`src/rtl/div_issue_ctrl_if.sv`:
```
// rtl/div_issue_ctrl_if.sv - request/result handshake bundle for div_issue_ctrl
//
// Purpose: groups the request channel (in_*) and result channel (out_*) of
// the divider issue controller.
// Ports (signals):
//   in_valid/in_ready/in_a/in_b/in_tag          request channel, producer -> controller
//   out_valid/out_ready/out_result/out_tag/
//   out_div0/out_ovf                            result channel, controller -> consumer
// Modports: master = requester/consumer side, slave = controller side.
interface div_issue_ctrl_if #(
  parameter int DATA_LEN = 32,
  parameter int TAG_LEN  = 4
);
  logic                in_valid;
  logic                in_ready;
  logic [DATA_LEN-1:0] in_a;
  logic [DATA_LEN-1:0] in_b;
  logic [TAG_LEN-1:0]  in_tag;

  logic                out_valid;
  logic                out_ready;
  logic [DATA_LEN-1:0] out_result;
  logic [TAG_LEN-1:0]  out_tag;
  logic                out_div0;
  logic                out_ovf;

  modport master (
    output in_valid, in_a, in_b, in_tag, out_ready,
    input  in_ready, out_valid, out_result, out_tag, out_div0, out_ovf
  );

  modport slave (
    input  in_valid, in_a, in_b, in_tag, out_ready,
    output in_ready, out_valid, out_result, out_tag, out_div0, out_ovf
  );
endinterface

```
`src/rtl/div_issue_ctrl.sv`:
```
// rtl/div_issue_ctrl.sv - issue/writeback controller for a fixed-latency signed divider
//
// Purpose: registers accepted operands into an external non-stallable divider,
// carries tag and exception flags down a sideband pipe aligned with the
// divider, applies the divide-by-zero / overflow overrides and buffers
// results in an in-order FIFO. A credit counter (outstanding) bounds
// accepted-but-unpopped requests to FIFO_DEPTH so the FIFO never overflows.
// Ports:
//   clk, reset_n        clock, asynchronous active-low reset
//   bus (slave)         request channel in_* and result channel out_*
//   div_a, div_b        registered operands to the divider
//   div_result          quotient from the divider, DIV_LATENCY cycles later
//   outstanding         requests accepted and not yet popped
module div_issue_ctrl #(
  parameter int DATA_LEN    = 32,
  parameter int TAG_LEN     = 4,
  parameter int DIV_LATENCY = 6,
  parameter int FIFO_DEPTH  = 16
) (
  input  logic                             clk,
  input  logic                             reset_n,
  div_issue_ctrl_if.slave                  bus,
  output logic [DATA_LEN-1:0]              div_a,
  output logic [DATA_LEN-1:0]              div_b,
  input  logic [DATA_LEN-1:0]              div_result,
  output logic [$clog2(FIFO_DEPTH+1)-1:0]  outstanding
);

  localparam int CNT_W = $clog2(FIFO_DEPTH + 1);
  localparam int PTR_W = (FIFO_DEPTH > 1) ? $clog2(FIFO_DEPTH) : 1;

  localparam logic [DATA_LEN-1:0] MIN_VAL = {1'b1, {(DATA_LEN-1){1'b0}}};
  localparam logic [DATA_LEN-1:0] NEG_ONE = '1;
  localparam logic [DATA_LEN-1:0] ONE     = DATA_LEN'(1);

  typedef struct packed {
    logic               valid;
    logic [TAG_LEN-1:0] tag;
    logic               div0;
    logic               ovf;
  } sb_t;

  typedef struct packed {
    logic [DATA_LEN-1:0] result;
    logic [TAG_LEN-1:0]  tag;
    logic                div0;
    logic                ovf;
  } entry_t;

  // sb_q[0] is the issue stage (aligned with div_a/div_b); sb_q[DIV_LATENCY]
  // is the tail, aligned with div_result.
  sb_t    sb_q  [DIV_LATENCY+1];
  sb_t    sb_d  [DIV_LATENCY+1];
  entry_t mem_q [FIFO_DEPTH];
  entry_t mem_d [FIFO_DEPTH];

  logic [PTR_W-1:0]    wr_ptr_q, wr_ptr_d;
  logic [PTR_W-1:0]    rd_ptr_q, rd_ptr_d;
  logic [CNT_W-1:0]    count_q, count_d;
  logic [CNT_W-1:0]    outstanding_q, outstanding_d;
  logic                in_ready_q, in_ready_d;
  logic [DATA_LEN-1:0] div_a_q, div_a_d;
  logic [DATA_LEN-1:0] div_b_q, div_b_d;

  logic   accept;
  logic   pop;
  logic   in_div0;
  logic   in_ovf;
  sb_t    tail;
  entry_t wr_entry;
  entry_t head;

  function automatic logic [PTR_W-1:0] ptr_inc(input logic [PTR_W-1:0] p);
    if (p == PTR_W'(FIFO_DEPTH - 1)) return '0;
    return p + PTR_W'(1);
  endfunction

  always_comb begin
    accept  = bus.in_valid && in_ready_q;
    pop     = (count_q != '0) && bus.out_ready;
    in_div0 = (bus.in_b == '0);
    in_ovf  = (bus.in_a == MIN_VAL) && (bus.in_b == NEG_ONE);

    // Excepting requests send a harmless divisor; their result is overridden.
    div_a_d = div_a_q;
    div_b_d = div_b_q;
    if (accept) begin
      div_a_d = bus.in_a;
      div_b_d = (in_div0 || in_ovf) ? ONE : bus.in_b;
    end

    sb_d[0] = '0;
    if (accept) begin
      sb_d[0].valid = 1'b1;
      sb_d[0].tag   = bus.in_tag;
      sb_d[0].div0  = in_div0;
      sb_d[0].ovf   = in_ovf;
    end
    for (int i = 1; i <= DIV_LATENCY; i++) begin
      sb_d[i] = sb_q[i-1];
    end

    tail            = sb_q[DIV_LATENCY];
    wr_entry.tag    = tail.tag;
    wr_entry.div0   = tail.div0;
    wr_entry.ovf    = tail.ovf;
    wr_entry.result = tail.div0 ? NEG_ONE : (tail.ovf ? MIN_VAL : div_result);

    // Credits guarantee a write never lands on a full FIFO, so no full check.
    mem_d    = mem_q;
    wr_ptr_d = wr_ptr_q;
    if (tail.valid) begin
      mem_d[wr_ptr_q] = wr_entry;
      wr_ptr_d        = ptr_inc(wr_ptr_q);
    end
    rd_ptr_d = pop ? ptr_inc(rd_ptr_q) : rd_ptr_q;

    count_d = count_q;
    case ({tail.valid, pop})
      2'b10:   count_d = count_q + CNT_W'(1);
      2'b01:   count_d = count_q - CNT_W'(1);
      default: count_d = count_q;
    endcase

    outstanding_d = outstanding_q;
    case ({accept, pop})
      2'b10:   outstanding_d = outstanding_q + CNT_W'(1);
      2'b01:   outstanding_d = outstanding_q - CNT_W'(1);
      default: outstanding_d = outstanding_q;
    endcase

    // Registered so in_ready has no path from in_valid/out_ready and stays
    // low throughout reset.
    in_ready_d = (outstanding_d < CNT_W'(FIFO_DEPTH));
  end

  always_ff @(posedge clk or negedge reset_n) begin
    if (!reset_n) begin
      for (int i = 0; i <= DIV_LATENCY; i++) sb_q[i] <= '0;
      for (int i = 0; i < FIFO_DEPTH; i++) mem_q[i] <= '0;
      wr_ptr_q      <= '0;
      rd_ptr_q      <= '0;
      count_q       <= '0;
      outstanding_q <= '0;
      in_ready_q    <= 1'b0;
      div_a_q       <= '0;
      div_b_q       <= ONE;
    end else begin
      sb_q          <= sb_d;
      mem_q         <= mem_d;
      wr_ptr_q      <= wr_ptr_d;
      rd_ptr_q      <= rd_ptr_d;
      count_q       <= count_d;
      outstanding_q <= outstanding_d;
      in_ready_q    <= in_ready_d;
      div_a_q       <= div_a_d;
      div_b_q       <= div_b_d;
    end
  end

  assign head           = mem_q[rd_ptr_q];
  assign bus.in_ready   = in_ready_q;
  assign bus.out_valid  = (count_q != '0);
  assign bus.out_result = bus.out_valid ? head.result : '0;
  assign bus.out_tag    = bus.out_valid ? head.tag : '0;
  assign bus.out_div0   = bus.out_valid && head.div0;
  assign bus.out_ovf    = bus.out_valid && head.ovf;
  assign div_a          = div_a_q;
  assign div_b          = div_b_q;
  assign outstanding    = outstanding_q;

endmodule

```
`src/flat_wrapper.sv`:
```
// flat-port wrapper written by rule: the top's interface ports become plain ports
module div_issue_ctrl_flat 
#(
  parameter int DATA_LEN    = 32,
  parameter int TAG_LEN     = 4,
  parameter int DIV_LATENCY = 6,
  parameter int FIFO_DEPTH  = 16
)
  (clk, reset_n, div_a, div_b, div_result, outstanding, bus_in_valid, bus_in_a, bus_in_b, bus_in_tag, bus_out_ready, bus_in_ready, bus_out_valid, bus_out_result, bus_out_tag, bus_out_div0, bus_out_ovf);
  div_issue_ctrl_if #(.DATA_LEN(DATA_LEN), .TAG_LEN(TAG_LEN)) bus_i ();
  input  logic clk;
  input  logic reset_n;
  output logic [DATA_LEN-1:0] div_a;
  output logic [DATA_LEN-1:0] div_b;
  input  logic [DATA_LEN-1:0] div_result;
  output logic [$clog2(FIFO_DEPTH+1)-1:0] outstanding;
  input wire logic [$bits(bus_i.in_valid)-1:0] bus_in_valid;
  input wire logic [$bits(bus_i.in_a)-1:0] bus_in_a;
  input wire logic [$bits(bus_i.in_b)-1:0] bus_in_b;
  input wire logic [$bits(bus_i.in_tag)-1:0] bus_in_tag;
  input wire logic [$bits(bus_i.out_ready)-1:0] bus_out_ready;
  output wire logic [$bits(bus_i.in_ready)-1:0] bus_in_ready;
  output wire logic [$bits(bus_i.out_valid)-1:0] bus_out_valid;
  output wire logic [$bits(bus_i.out_result)-1:0] bus_out_result;
  output wire logic [$bits(bus_i.out_tag)-1:0] bus_out_tag;
  output wire logic [$bits(bus_i.out_div0)-1:0] bus_out_div0;
  output wire logic [$bits(bus_i.out_ovf)-1:0] bus_out_ovf;
  assign bus_i.in_valid = bus_in_valid;
  assign bus_i.in_a = bus_in_a;
  assign bus_i.in_b = bus_in_b;
  assign bus_i.in_tag = bus_in_tag;
  assign bus_i.out_ready = bus_out_ready;
  assign bus_in_ready = bus_i.in_ready;
  assign bus_out_valid = bus_i.out_valid;
  assign bus_out_result = bus_i.out_result;
  assign bus_out_tag = bus_i.out_tag;
  assign bus_out_div0 = bus_i.out_div0;
  assign bus_out_ovf = bus_i.out_ovf;
  div_issue_ctrl #(.DATA_LEN(DATA_LEN), .TAG_LEN(TAG_LEN), .DIV_LATENCY(DIV_LATENCY), .FIFO_DEPTH(FIFO_DEPTH)) u_core (.clk(clk), .reset_n(reset_n), .bus(bus_i), .div_a(div_a), .div_b(div_b), .div_result(div_result), .outstanding(outstanding));
endmodule
```
`config.mk`:
```
export PLATFORM = sky130hd
export DESIGN_NAME = div_issue_ctrl_flat
export DESIGN_NICKNAME = d
export VERILOG_FILES = /design/src/rtl/div_issue_ctrl_if.sv /design/src/rtl/div_issue_ctrl.sv /design/src/flat_wrapper.sv
export SDC_FILE = /design/constraint.sdc
export NUM_CORES = 1
export LEC_CHECK = 0
export BUFFER_PORTS_ARGS = -buffer_cell sky130_fd_sc_hd__buf_2
export CORE_UTILIZATION = 61
export DETAILED_ROUTE_END_ITERATION = 8
export MAX_ROUTING_LAYER = met4
export PLACE_DENSITY_LB_ADDON = 0.2
export SLEW_MARGIN = 15
export SYNTH_ARGS = -nofsm -noshare
export SYNTH_HDL_FRONTEND = slang
export SYNTH_SLANG_ARGS = --single-unit
```
`constraint.sdc`:
```
create_clock -name clk -period 3.1 [get_ports clk]
set_input_delay 0.155 -clock clk [delete_from_list [all_inputs] [get_ports clk]]
set_output_delay 0.155 -clock clk [all_outputs]
set_load 0.03 [all_outputs]
```
Word level (Yosys, flattened, before mapping)
Index checks and enable logic that the tools add are counted.
- bits in registers: 740
- bits of input ports: 104
- output and inout port bits: 109
- add/subtract/negate cells: 6
- magnitude comparators: 4
- equal/unequal tests: 8
- multiplexer cells: 21
- bitwise gates (word level): 2
- reductions and logical operators: 10
- operators by type and width (cell ; count):
    $bwmux 608 ; 1
    $bmux 38 s4 ; 1
    $demux 38 s4 ; 1
    $mux 32 ; 4
    $mux 38 ; 3
    $eq 32x32->1 const B ; 2
    $logic_not 32->1 ; 1
    $mux 4 ; 5
    $pmux 5 s2 ; 2
    $add 5x1->5 const B ; 2
    $ge 5x5->1 const B ; 2
    $not 4->5 ; 2
    $sub 5x1->5 const B ; 2
    $add 4x1->4 const B ; 2
    $eq 4x4->1 const B ; 2
    $mux 7 ; 1
    $logic_and 1x1->1 ; 6
    $lt 5x1->1 const B ; 1
    $lt 5x5->1 const B ; 1
    $reduce_bool 5->1 ; 1
    $eq 2x1->1 const B ; 2
    $eq 2x2->1 const B ; 2
    $mux 1 ; 3
    $reduce_bool 2->1 ; 1
    $logic_or 1x1->1 ; 1

Longest topological paths before layout
Gate-level depths: netlist of run 1.
- word-level depth: 6
- gate-level depth with buffers: 12

Least setup slack after synthesis of run 1
OpenSTA, ideal clock, no wires.
- path kind: register to register
- start point: register u_core.in_ready_q (netlist: u_core.bus.in_ready)
- end point: register u_core.in_ready_q (netlist: u_core.bus.in_ready)
- setup time: 0.120 ns
- data arrival time: 2.577 ns
- required time: 2.980 ns
- slack: 0.404 ns
- stages on the path, launching flop included: 9
- period minus slack after synthesis: 2.696 ns
- path through: dfrtp_1 -> nand2_1 -> clkbuf_1 -> clkbuf_1 -> ha_1 -> clkbuf_1 -> or4_1 -> a32o_1 -> and3_1
- cells in the longest elaborated chain, start to end: 4
- elaborated cells between the ends (all ways): 5
- RTL lines (element ; line ; text):
    start, declared ; div_issue_ctrl.sv:61 ; logic in_ready_q, in_ready_d;
    start signal, assigned ; div_issue_ctrl.sv:155 ; in_ready_q <= in_ready_d;
    $logic_and 1x1->1 * ; div_issue_ctrl.sv:79 ; accept = bus.in_valid && in_ready_q;
    $eq 2x1->1 or $eq 2x2->1 (tied branches) ; div_issue_ctrl.sv:126 ; case ({accept, pop})
    $pmux 5 s2 * ; div_issue_ctrl.sv:126 ;
    $lt 5x5->1 * ; div_issue_ctrl.sv:134 ; in_ready_d = (outstanding_d < CNT_W'(FIFO_DEPTH));
    via u_core.in_ready_d ; div_issue_ctrl.sv:61 ;
Mark *: on every way through the listed nets, which the timed path passes. The rest lies on a longest branch.
A chain may end at the register's enable or synchronous reset.

Worst setup path in the final report of run 1
- start point: register u_core.rd_ptr_q[0]
- end point: output bus_out_result[16]
- cells in the longest elaborated chain, start to end: 5
- RTL lines (element ; line ; text):
    start, declared ; div_issue_ctrl.sv:58 ; logic [PTR_W-1:0] rd_ptr_q, rd_ptr_d;
    start signal, assigned ; div_issue_ctrl.sv:152 ; rd_ptr_q <= rd_ptr_d;
    $not 4->5 (not written as such) ; div_issue_ctrl.sv:161 ; assign head = mem_q[rd_ptr_q];
    $bmux 38 s4 ; div_issue_ctrl.sv:161 ;
    $mux 38 (not written as such) (2 in series) ; div_issue_ctrl.sv:161 ;
    $mux 32 ; div_issue_ctrl.sv:164 ; assign bus.out_result = bus.out_valid ? head.result : '0;
    end, declared ; flat_wrapper.sv:24 ; output wire logic [$bits(bus_i.out_result)-1:0] bus_out_result;
Every way passes these cells. The select of a mux whose other input is x is not followed.

==> results of run 1 <==
==> Yosys cell counts (8+ instances only) <==
cell type | instances | area (um^2)
o21ai_1 | 219 | 1100
nand3_1 | 11 | 55.1
and3_1 | 8 | 50.1
a21oi_1 | 164 | 821
nand2_1 | 573 | 2150
dfrtp_1 | 739 | 18500
nand4_1 | 13 | 81.3
and2_1 | 39 | 244
mux2_2 | 10 | 113
mux4_2 | 183 | 4120
mux2_1 | 77 | 867
buf_6 | 15 | 169
o21ai_0 | 219 | 1100
inv_1 | 8 | 30.0
ha_1 | 12 | 150
nor2_1 | 136 | 510
nor4_1 | 12 | 75.1
buf_2 | 19 | 95.1
clkbuf_1 | 196 | 736
==> per-stage QoR <==
| stage | std cells | total power, mW | hold WS (ns) | area (um^2) | worst slack, ns |
|---|---|---|---|---|---|
| floorplan | 2723 | 26.0 | -0.141 | 31700 | 0.404 |
| global placement | 3488 | 29.6 | 0.243 | 33800 | 0.220 |
| detailed placement | 3488 | 30.3 | 0.257 | 33800 | 0.117 |
| CTS | 3717 | 40.6 | 0.000813 | 37400 | -0.00594 |
| global route | 3721 | 43.0 | 0.0396 | 37600 | -0.0428 |
| finish | 3721 | 40.9 | 0.0232 | 37600 | 0.0228 |
==> cell families after synthesis <==
group	count (synthesis)	share of synthesized area
AND/OR/NAND/NOR	820	0.106
flip-flops	740	0.585
AO/OA/AOI/OAI	613	0.0983
multiplexers	278	0.167
buffers and inverters	248	0.0347
adder cells (fa/ha/maj)	13	0.00538
XOR/XNOR	11	0.00304
==> sequential cells by signal, indices dropped and copies added, names as in the netlist, named ones only <==
| name | count |
|---|---|
| u_core.sb_d | 42 |
| u_core.rd_ptr_q | 4 |
| u_core.div_b | 32 |
| u_core.bus.in_ready | 1 |
| u_core.outstanding | 4 |
| u_core.wr_ptr_q | 4 |
| u_core.div_a | 32 |
| u_core.count_q | 5 |
| u_core.sb_q | 7 |
| u_core.mem_q | 608 |
==> where the power goes <==
part,internal (mW),switching [mW],leakage [nW]
Combinational,7.25,8.41,7.66
Clock,5.65,3.76,1.27
Sequential,13.4,2.40,8.26
==> routing by layer <==
metal | up-vias | global-route usage | part of all wire
li1 | 10000 | - | -
met1 | 11800 | 0.444 | 0.39
met2 | 1082 | 0.549 | 0.50
met3 | 239 | 0.0522 | 0.071
met4 | 0 | 0.120 | 0.034
met5 | - | - | 0
==> critical path, cell delays in order (launching register included) <==
cell and delay, ns:
dfrtp_4 0.45, buf_12 0.17, buf_16 0.16, buf_12 0.16, mux4_2 0.54, mux4_2 0.48
and2_4 0.18, buf_4 0.16
==> worst paths after layout <==
check	from	end	slack, ns
max	u_core.rd_ptr_q[0]	bus_out_result[16]	0.02
min reg2reg	u_core.sb_d[38]	u_core.sb_d[31]	0.34
max in group asynchronous	reset_n	u_core.sb_q[1]	1.91
max reg2reg	u_core.count_q[0]	u_core.count_q[4]	0.19
min	div_result[6]	u_core.mem_q[12]	0.02
min in group asynchronous	reset_n	u_core.mem_q[506]	0.19
==> area by class of cell <==
| class | count | area [um^2] |
|---|---|---|
| flip-flops and latches | 740 | 18500 |
| fillers | 3336 | 13700 |
| multi-input cells | 1735 | 12200 |
| repair buffers | 417 | 3360 |
| clock buffers | 103 | 2170 |
| well taps | 680 | 851 |
| clock inverters | 31 | 397 |
| inverters | 14 | 52.6 |
| diodes | 1 | 2.50 |
==> cells in the final DEF, fill, tap and decap left out, types with 14 or more instances in the layout <==
master | Yosys | layout
a21oi_1 | 164 | 162
and2_1 | 39 | 34
buf_12 | 1 | 25
buf_2 | 19 | 201
buf_4 | 1 | 94
clkbuf_1 | 196 | 14
clkbuf_16 | 0 | 82
clkinv_2 | 0 | 17
dfrtp_1 | 739 | 734
dlygate4sd3_1 | 0 | 80
mux2_1 | 77 | 77
mux4_2 | 183 | 184
nand2_1 | 573 | 572
nor2_1 | 136 | 136
o21ai_0 | 219 | 218
o21ai_1 | 219 | 219
==> what timing repair did <==
item	CTS	global route
hold buffers	80	0
resized for setup	25	9
setup endpoints to repair	31	27
buffers inserted	11	1
endpoints found under the hold margin	154	0
gates cloned	4	3
==> results by stage, run 1 <==
Synthesis:
- The number of warnings issued by yosys is 0.
- The number of register bits inferred by synthesis is 740.
- The number of nets in the synthesized netlist is 2840.
- The post-synthesis cell area is 0.0317 mm^2.
- The netlist uses 50 different library cells.
- The most used flip-flop cell after synthesis is dfrtp_1.
- The async set-or-reset flop fraction in the synthesized netlist is 1.00.
- Counting every instance in the synthesized netlist gives 2723.
- The share of the Yosys chip area taken by registers is 0.585.
- The synthesized area divided by synthesized cell count is 11.6 um^2.
- The synthesized design contains 0 enable-type register cells.

Drt:
- The average routed wire per standard cell is around 23 um.
- The final layout contains routed wiring with a total length of 84300 um.
- For this run, the detailed router's first-pass iteration total came to 5.
- For this block, the initial DRC count from the detailed router was 2108.
- The number of nets with antenna violations after detailed routing is 0.
- The number of vias in the routed layout is 23100.
- The detailed-route DRC error count is 0.
- Dividing the detail-routed via count by the number of cells gives 6.22.

Hold path:
- The classification of the worst-slack hold path is input port to flop.
- The cell depth of the worst hold path is 3.

STA:
- The number of hold-slack violations in the final timing report is 0.
- The final sum of negative setup slack is 0 ns.
- The achievable clock frequency is 325 MHz.
- Measured against its own limit, the worst slew margin works out to 0.306.
- The final clock skew is 0.0250 ns.
- Dividing the final minimum period by the clock period gives 0.993.
- Setup repair after global routing could not meet its margin everywhere.
- The number of pins with negative max-slew slack in the final report is 0.
- The total of endpoints with negative setup slack in the final report is 0.
- The slew of the pin with the lowest slew margin is around 1.0 ns.
- The final period demand of the worst path is 3.08 ns.

Global routing:
- The number of global-route vias before repair came to 24100.
- The remaining global-route overflow is 0.
- The combined global-route utilization of all metal layers is 0.340.
- The maximum number of pins on one net before global-route repair is 90.
- The first global-routing pass estimated 134000 um of wire.
- The initial antenna violation count is 2.

Clocking:
- The later-pin clock latency in the skew report is between 0.6 and 0.7 ns.
- The number of clock buffers added by TritonCTS is 75.
- After clock tree synthesis, the clock-pin slew on the worst setup and hold paths is roughly 0.06 ns.
- The buffer depth of the longest clock path is 3.
- The clock tree from TritonCTS is yes.
- The clock drives 740 sinks.
- The H-tree generated during clock tree synthesis spans 3 levels.
- The buffer type at the clock tree root is clkbuf_16.

Placement:
- The HPWL after detailed placement is 47200 um.
- Buffers placed on the I/O ports in this run total between 200 and 250.
- Routability-driven placement finished with a final weighted congestion of 0.867.

Setup path:
- The worst setup path is captured at an output pin.
- For the worst setup path, the data required time is roughly 3 ns.
- Of all nets on the critical path, the largest fanout is 11.
- For the worst setup path, the data arrival time is 2.92 ns.
- The number of cells on the worst reg-to-reg path is 11.
- The worst setup path is launched from a flop.
- The category of the most critical setup path is flop to output pin.

Power:
- VDD sags by at most between 900 and 1000 uV.
- The total power divided by cell area is around 1100 mW/mm^2.
- Summed over all cells, the static leakage comes to 17.2 nW.

Cells and area:
- The share of cells above drive strength 1 is 0.226.
- After the last flow step, the layout net total stands at 3100.
- The post-synthesis to final-layout area growth is 18.6%.
- The final design utilization is 0.732.

Die:
- From left edge to right edge, the die measures about 230 um.
- The floorplan step set the die height to 230 um.
- The initial core utilization is 0.617.
- The I/O pin count is 213.
- The full die area is 0.0528 mm^2.
- The floorplan core area is 0.0513 mm^2.
- After floorplanning, the core was divided into between 80 and 90 placement rows.

Outcome:
- The flow ran to the end, and the final reports show no timing, DRC or antenna violations.

Run:
- The number of max-cap violations is 0.
Note: power is estimated with default switching activity, not from simulation.
==> run 2: changes to the inputs <==
--- a/config.mk
+++ b/config.mk
@@ -5,7 +5,7 @@
 export SDC_FILE = /design/constraint.sdc
 export NUM_CORES = 1
 export LEC_CHECK = 0
-export BUFFER_PORTS_ARGS = -buffer_cell sky130_fd_sc_hd__buf_2
+export BUFFER_PORTS_ARGS = -buffer_cell sky130_fd_sc_hd__buf_4
 export CORE_UTILIZATION = 61
 export DETAILED_ROUTE_END_ITERATION = 8
 export MAX_ROUTING_LAYER = met4
==> run 2 against run 1 <==
Against the previous run:
- sequential share of layout area shrank 0.41 points
- clock power grew 2.6%
- wire length is 0.30% higher
- first-iteration DRC count down 0.14%
- cell area is 0.85% higher
- non-clock buffer count down 26
- hold slack got worse by 0.014 ns
- clock-buffer cell count up 11
- via count shrank 0.93%
- critical endpoint is now bus_out_div0
- largest cell class unchanged
- highest routed layer unchanged
==> results by stage, run 2 (synthesized netlist as in run 1, its figures left out) <==
Power:
- The clock share of power was 0.233 (was 0.230).
- The part of the total power dissipated in sequential elements is 0.382 (was 0.386).
- The internal power is 26.8 mW (was 26.3 mW).
- The static leakage power is 17.2 nW (about the same).
- The relative contribution of combinational cells to total power is 0.385 (was 0.383).
- The switching power summed over all nets is 14.6 mW (about the same).
- The total power divided by cell area is 1090 mW/mm^2 (about the same).
- The largest vdd supply drop is 876 uV (was 938 uV).
- The fraction of power spent switching nets was 0.354 (was 0.356).

Drt:
- The via-per-instance ratio is 6.19 (was 6.22).
- The final routed wirelength across all metal layers is 84500 um (was 84300 um).
- The number of nets with antenna violations after detailed routing is 0 (unchanged).
- The first-iteration detailed-routing DRC count is 2105 (was 2108).
- The number of iterations in the first detailed-routing pass was 6 (was 5).
- The detailed-route DRC error count came to 0 (unchanged).
- The number of vias in the routed layout is 22900 (was 23100).
- The average routed wire per standard cell is 22.8 um (was 22.7 um).

Setup path:
- The cell family contributing the most delay on the critical path is multiplexers (unchanged).
- The start of the worst register-to-register path is u_core.count_q[0] (unchanged).
- The data required time at the worst endpoint is 2.94 ns (about the same).
- The reg2reg setup slack is 0.16 ns (was 0.19 ns).
- The endpoint arrival time on the critical path is 2.92 ns (about the same).
- The number of buffer and inverter stages on the critical path is 3 (was 4).
- The cell with the biggest individual delay on the critical path is mux4_2 (unchanged).
- The number of cells on the worst reg-to-reg path is 11 (unchanged).
- The endpoint of the lowest-slack register-to-register path is u_core.count_q[4] (unchanged).
- The type of origin of the critical path is a flop (unchanged).
- The kind of end point of the critical path is an output pin (unchanged).
- The critical path's largest stage delay is 0.52 ns (was 0.54 ns).
- Series of cell instances along the critical path: buf_4, buf_6, mux4_2, mux4_2, and2_1, buf_4 (was buf_12, buf_16, buf_12, mux4_2, mux4_2, and2_4, buf_4).
- The category of the most critical setup path is flop to output pin (unchanged).
- The highest fanout seen on the critical path is 7 (was 11).

STA:
- The tightest hold margin is 0.00902 ns (was 0.0232 ns).
- The final clock skew is 0.0142 ns (was 0.0250 ns).
- The number of pins with negative max-slew slack in the final report is 0 (unchanged).
- The slew of the pin with the lowest slew margin is 1.12 ns (was 1.04 ns).
- The total of endpoints with negative setup slack in the final report came to 0 (unchanged).
- The share of the clock period used by the worst path is 0.992 (was 0.993).
- The normalized max-slew margin is 0.256 (was 0.306).
- The number of hold-slack violations in the final timing report is 0 (unchanged).
- RSZ-0062 raised after global routing: yes (unchanged).
- The achievable clock frequency was 325 MHz (about the same).
- The final period demand of the worst path came to 3.07 ns (was 3.08 ns).

Die:
- The full die area is 0.0528 mm^2 (unchanged).
- The total number of placement rows is 83 (unchanged).
- The I/O pin count was 213 (unchanged).
- The floorplan core area is 0.0513 mm^2 (unchanged).
- The die extent in x is 230 um (unchanged).
- The overall die height came to 230 um (unchanged).
- The initial core utilization is 0.617 (unchanged).

Clocking:
- The later-pin clock latency in the skew report is 0.60 ns (was 0.62 ns).
- The total number of H-tree levels is 3 (unchanged).
- The clock tree from TritonCTS was yes (unchanged).
- The buffer depth of the longest clock path is 3 (unchanged).
- The clock-pin slew on the worst setup and hold paths was 0.06 ns (about the same).
- The count of clock tree sinks came to 740 (unchanged).
- The buffer type at the clock tree root is clkbuf_16 (unchanged).
- The number of buffers created by CTS is 77 (was 75).

Cells and area:
- The post-synthesis to final-layout area growth is 19.6% (was 18.6%).
- The register name with the most flops is u_core.mem_q (unchanged).
- The final-layout fill cell count is 3293 (was 3336).
- The final design utilization is 0.738 (was 0.732).
- The share of cells above drive strength 1 is 0.222 (was 0.226).
- The most common cell after layout, fill and taps aside is dfrtp_1 (unchanged).
- The final net count is 3076 (was 3100).
- The footprint of the flip-flops and latches is 0.0185 mm^2 (unchanged).
- The area of the multi-input gates is 0.0122 mm^2 (about the same).
- The flip-flop count of the largest register, all copies and words added is 608 (unchanged).
- Most frequent cells in the layout: dfrtp_1, nand2_1, buf_4 (was dfrtp_1, nand2_1, o21ai_1).

Hold path:
- The start point of the worst min-delay path is div_result[14] (was div_result[6]).
- The hold path endpoint is u_core.mem_q[210] (was u_core.mem_q[12]).
- The classification of the worst-slack hold path is input port to flop (unchanged).
- The cell depth of the worst hold path is 3 (unchanged).

Placement:
- The final weighted congestion of routability-driven global placement is 0.857 (was 0.867).
- The number of buffer cells added on primary ports is 212 (unchanged).
- The estimated wirelength of the detail-placed design is 48100 um (was 47200 um).

Global routing:
- The maximum number of pins on one net before global-route repair is 111 (was 90).
- The remaining global-route overflow is 0 (unchanged).
- The number of global-route vias before repair was 23600 (was 24100).
- The initial antenna violation count was 1 (was 2).
- The combined global-route utilization of all metal layers is 0.334 (was 0.340).
- The first-pass GRT wire length is 131000 um (was 134000 um).

Run:
- The number of max-cap violations is 0 (unchanged).

Outcome:
- Result of the run: finished clean (unchanged).
[run 2: cell types whose count changed in the layout (fill, tap and decap cells not counted), moves of 3 or more]
cell | before | now
buf_4 | 94 | 276
buf_16 | 7 | 3
buf_6 | 5 | 9
dlygate4sd3_1 | 80 | 75
clkbuf_16 | 82 | 85
clkinv_2 | 17 | 11
buf_12 | 25 | 19
inv_6 | 2 | 5
and2_4 | 5 | 0
and2_1 | 34 | 39
clkbuf_8 | 10 | 20
buf_2 | 201 | 0
[run 2: cell type report]
type / instances / area share
antenna: 1 / 0.0000661
clock buffer: 114 / 0.0610
clock inverter: 27 / 0.00958
inverter: 14 / 0.00139
multi-input combinational: 1735 / 0.322
sequential: 740 / 0.489
tap: 680 / 0.0225
timing repair buffer: 391 / 0.0946
[run 2: power by group through the flow]
| stage | combinational [mW] | clock, mW | sequential (mW) |
|---|---|---|---|
| finish | 16.0 | 9.64 | 15.8 |
| floorplan | 10.3 | 0 | 15.7 |
| detailed placement | 15.2 | 0 | 15.8 |
| global placement | 14.7 | 0 | 15.5 |
| CTS | 15.5 | 9.74 | 15.7 |
| global route | 17.2 | 10.1 | 16.2 |
[run 2: routing by layer]
| layer | up-vias | share of wire | track usage |
|---|---|---|---|
| li1 | 9984 | - | - |
| met1 | 11800 | 0.40 | 0.443 |
| met2 | 898 | 0.49 | 0.527 |
| met3 | 229 | 0.067 | 0.0492 |
| met4 | 0 | 0.037 | 0.133 |
| met5 | - | 0 | - |
[run 2: worst max path at each step]
stage / slack [ns] / startpoint / cells after the start / to
after global routing: -0.01 / u_core.rd_ptr_q[0] / 6 / bus_out_result[0]
after floorplan: 0.40 / u_core.bus.in_ready / 8 / u_core.bus.in_ready
after detailed placement: 0.13 / u_core.count_q[0] / 11 / u_core.count_q[4]
after CTS: -0.09 / u_core.rd_ptr_q[0] / 5 / bus_out_result[21]
after global placement: 0.20 / u_core.count_q[0] / 11 / u_core.count_q[4]
final: 0.03 / u_core.rd_ptr_q[0] / 6 / bus_out_div0
[run 2: tightest hold or removal path, cell delays in order]
cell	delay (ns)
buf_4	0.08
a21oi_2	0.17
o21ai_1	0.17
[run 2: metrics by stage]
step	TNS, ns	power (mW)	setup slack (ns)	std cells	area, um^2
6_report	0	41.4	0.0262	3702	37900
4_1_cts	-0.910	41.0	-0.0888	3688	37600
5_1_grt	-0.0552	43.5	-0.0140	3702	37900
3_5_place_dp	0	31.0	0.132	3471	34200
3_3_place_gp	0	30.3	0.205	3471	34200
2_1_floorplan	0	26.0	0.404	2723	31700
[run 2: repair_timing]
| action | CTS | global route |
|---|---|---|
| endpoints found under the hold margin | 137 | 0 |
| endpoints found under the setup margin | 32 | 38 |
| hold buffers | 75 | 0 |
| cloned | 0 | 9 |
| gates resized for setup | 7 | 7 |
| setup buffers | 1 | 4 |
| pin swaps | 0 | 0 |
==> run 3: changes to the inputs <==
--- a/config.mk
+++ b/config.mk
@@ -6,10 +6,10 @@
 export NUM_CORES = 1
 export LEC_CHECK = 0
 export BUFFER_PORTS_ARGS = -buffer_cell sky130_fd_sc_hd__buf_4
-export CORE_UTILIZATION = 61
+export CORE_UTILIZATION = 55
 export DETAILED_ROUTE_END_ITERATION = 8
 export MAX_ROUTING_LAYER = met4
-export PLACE_DENSITY_LB_ADDON = 0.2
+export PLACE_DENSITY = 0.85
 export SLEW_MARGIN = 15
 export SYNTH_ARGS = -nofsm -noshare
 export SYNTH_HDL_FRONTEND = slang
==> constraint.sdc (replaced) <==
create_clock -name clk -period 2.6 [get_ports clk]
set_input_delay 0.13 -clock clk [delete_from_list [all_inputs] [get_ports clk]]
set_output_delay 0.13 -clock clk [all_outputs]
set_load 0.03 [all_outputs]
==> run 3 against run 2 <==
Against the previous run:
- the flow now finishes with violations (setup timing)
- register-to-register slack got worse by 0.09 ns
- cell area is 3.4% higher
- via count grew 9.4%
- core utilization shrank 4.6 points
- flip-flop and latch count did not move
- non-clock buffer count increased by 81
- clock-buffer cell count down 8
- setup slack got worse by 0.50 ns
- global-route usage is 0.17 points higher
- clock skew rose by 0.023 ns
- combinational power increased by 31%
- sequential share of layout area is 1.6 points lower
- critical path type unchanged
- largest cell class unchanged
==> results by stage, run 3 (synthesized netlist as in run 1, its figures left out) <==
Clocking:
- The number of buffers created by CTS came to 77 (unchanged).
- The buffer depth of the longest clock path is 3 (unchanged).
- The later-pin clock latency in the skew report came to 0.64 ns (was 0.60 ns).
- The count of clock tree sinks is 740 (unchanged).
- The buffer type at the clock tree root is clkbuf_16 (unchanged).
- The clock tree from TritonCTS is yes (unchanged).
- The clock-pin slew on the worst setup and hold paths came to 0.07 ns (was 0.06 ns).
- The total number of H-tree levels is 3 (unchanged).

Cells and area:
- Most frequent cells in the layout: dfrtp_1, nand2_1, buf_4 (unchanged).
- The footprint of the flip-flops and latches is 0.0185 mm^2 (about the same).
- The register name with the most flops is u_core.mem_q (unchanged).
- The most common cell after layout, fill and taps aside is dfrtp_1 (unchanged).
- The share of cells above drive strength 1 is 0.239 (was 0.222).
- The area of the multi-input gates was 0.0122 mm^2 (about the same).
- The number of non-filler instances in the completed layout is 3863 (was 3702).
- The post-synthesis to final-layout area growth was 23.7% (was 19.6%).
- The post-route cell area came to 0.0392 mm^2 (was 0.0379 mm^2).
- The final-layout fill cell count is 3499 (was 3293).
- The flip-flop count of the largest register, all copies and words added was 608 (unchanged).
- The final net count came to 3157 (was 3076).

Hold path:
- The classification of the worst-slack hold path was input port to flop (unchanged).
- The start point of the worst min-delay path is div_result[28] (was div_result[14]).
- The cell depth of the worst hold path is 4 (was 3).
- The hold path endpoint is u_core.mem_q[34] (was u_core.mem_q[210]).

Die:
- The full die area came to 0.0585 mm^2 (was 0.0528 mm^2).
- The total number of placement rows was 87 (was 83).
- The die extent in x is 242 um (was 230 um).
- The overall die height is 242 um (was 230 um).
- The I/O pin count is 213 (unchanged).
- The floorplan core area is 0.0566 mm^2 (was 0.0513 mm^2).
- The initial core utilization is 0.559 (was 0.617).

STA:
- The share of the clock period used by the worst path is 1.18.
- The total of endpoints with negative setup slack in the final report came to 38 (was 0).
- The number of hold-slack violations in the final timing report is 0 (unchanged).
- The smallest clock period supported by the final layout is computed as 3.07 ns.
- The normalized max-slew margin came to 0.515 (was 0.256).
- The number of pins with negative max-slew slack in the final report is 0 (unchanged).
- The tightest hold margin is 0.0327 ns (was 0.00902 ns).
- The final clock skew is 0.0375 ns (was 0.0142 ns).
- For this run, the top clock speed supported by timing is approximately 330 MHz.
- The final sum of negative setup slack is -15.33 ns (was 0 ns).
- RSZ-0062 raised after global routing: yes (unchanged).
- The setup slack of the critical path after layout is -0.469 ns (was 0.0262 ns).
- The slew of the pin with the lowest slew margin is 0.722 ns (was 1.12 ns).

Setup path:
- The endpoint of the lowest-slack register-to-register path was u_core.bus.in_ready (was u_core.count_q[4]).
- The highest fanout seen on the critical path is 9 (was 7).
- The number of cells on the worst reg-to-reg path is 10 (was 11).
- The type of origin of the critical path is a flop (unchanged).
- The endpoint arrival time on the critical path is 2.94 ns (was 2.92 ns).
- The category of the most critical setup path is flop to output pin (unchanged).
- The data required time at the worst endpoint was 2.47 ns (was 2.94 ns).
- The kind of end point of the critical path is an output pin (unchanged).
- The start of the worst register-to-register path is u_core.count_q[0] (unchanged).
- The reg2reg setup slack was 0.07 ns (was 0.16 ns).

Power:
- The total power divided by cell area is 1340 mW/mm^2 (was 1090 mW/mm^2).
- The static leakage power is 17.8 nW (was 17.2 nW).
- The internal power is 33.3 mW (was 26.8 mW).
- The part of the total power dissipated in sequential elements came to 0.367 (was 0.382).
- The largest vdd supply drop is 927 uV (was 876 uV).
- The clock share of power is 0.232 (was 0.233).
- The switching power summed over all nets is 19.0 mW (was 14.6 mW).
- The relative contribution of combinational cells to total power was 0.401 (was 0.385).
- The total power after layout is 52.3 mW (was 41.4 mW).
- The fraction of power spent switching nets was 0.364 (was 0.354).

Run:
- The number of max-cap violations is 0 (unchanged).

Drt:
- The number of vias in the routed layout is 25100 (was 22900).
- The detailed-route DRC error count is 0 (unchanged).
- The first-iteration detailed-routing DRC count was 3329 (was 2105).
- The final routed wirelength across all metal layers was 96700 um (was 84500 um).
- The average routed wire per standard cell was 25.0 um (was 22.8 um).
- The number of iterations in the first detailed-routing pass is 7 (was 6).
- The number of nets with antenna violations after detailed routing is 0 (unchanged).
- The via-per-instance ratio came to 6.49 (was 6.19).

Placement:
- The number of cells in the design after placement is 3589 (was 3471).
- The estimated wirelength of the detail-placed design is 51900 um (was 48100 um).
- The number of buffer cells added on primary ports came to 212 (unchanged).
- The placement-stage cell area is 0.0348 mm^2 (was 0.0342 mm^2).
- The final weighted congestion of routability-driven global placement came to 0.906 (was 0.857).

Global routing:
- The maximum number of pins on one net before global-route repair was 90 (was 111).
- The remaining global-route overflow came to 0 (unchanged).
- The first-pass GRT wire length is 147000 um (was 131000 um).
- The combined global-route utilization of all metal layers is 0.336 (was 0.334).
- The number of global-route vias before repair is 26600 (was 23600).
- The initial antenna violation count is 4 (was 1).

Outcome:
- Result of the run: finished with violations (was finished clean).
- The final reports fail on setup timing.
## run 3: per-layer routing
| metal | GRT usage | part of all wire | vias up |
|---|---|---|---|
| met5 | - | 0 | - |
| met4 | 0.187 | 0.060 | 0 |
| met3 | 0.0810 | 0.11 | 527 |
| met2 | 0.543 | 0.49 | 1946 |
| met1 | 0.387 | 0.34 | 12400 |
| li1 | - | - | 10200 |
## run 3: worst max-delay path, cell delays in order (launching register included)
cell     delay (ns)
dfrtp_4        0.55
buf_16         0.22
buf_4          0.15
mux4_2         0.52
mux4_2         0.50
and2_1         0.21
buf_4          0.17
## run 3: cell type report
cell class / count / area share
tap: 756 / 0.0242
clock buffer: 106 / 0.0571
sequential: 740 / 0.473
timing repair buffer: 472 / 0.119
antenna: 4 / 0.000256
clock inverter: 36 / 0.0140
multi-input combinational: 1735 / 0.311
inverter: 14 / 0.00134
## run 3: worst max path at each step
stage                                  start                   to  slack, ns  cells after the start
after floorplan            u_core.count_q[0]  u_core.bus.in_ready     -0.006                      9
after global placement     u_core.count_q[4]    u_core.count_q[4]      -0.01                     11
after detailed placement   u_core.count_q[4]    u_core.count_q[4]      -0.06                     11
after CTS                 u_core.rd_ptr_q[0]       bus_out_tag[3]      -0.46                      6
after global routing      u_core.rd_ptr_q[0]   bus_out_result[16]      -0.50                      6
final                     u_core.rd_ptr_q[0]   bus_out_result[16]      -0.47                      6
## run 3: what timing repair did
| item | 4_1_cts | 5_1_grt |
|---|---|---|
| hold endpoints to repair | 315 | 0 |
| hold buffers | 99 | 0 |
| endpoints found under the setup margin | 39 | 41 |
| pin swaps | 0 | 3 |
| buffers inserted | 11 | 8 |
| gates cloned | 5 | 5 |
| gates resized for setup | 31 | 22 |
## run 3: through the flow
stage	utilization	setup WS, ns
finish	0.692	-0.469
global route	0.692	-0.502
CTS	0.687	-0.465
detailed placement	0.614	-0.0590
global placement	0.614	-0.0126
floorplan	-	-0.00618
## run 3: power by group through the flow
stage | combinational, mW | sequential [mW] | clock (mW)
after global routing | 22.3 | 19.5 | 12.7
after detailed placement | 18.8 | 18.8 | 0
after global placement | 18.0 | 18.4 | 0
final | 21.0 | 19.2 | 12.1
after floorplan | 12.2 | 18.8 | 0
after CTS | 20.1 | 18.8 | 12.1
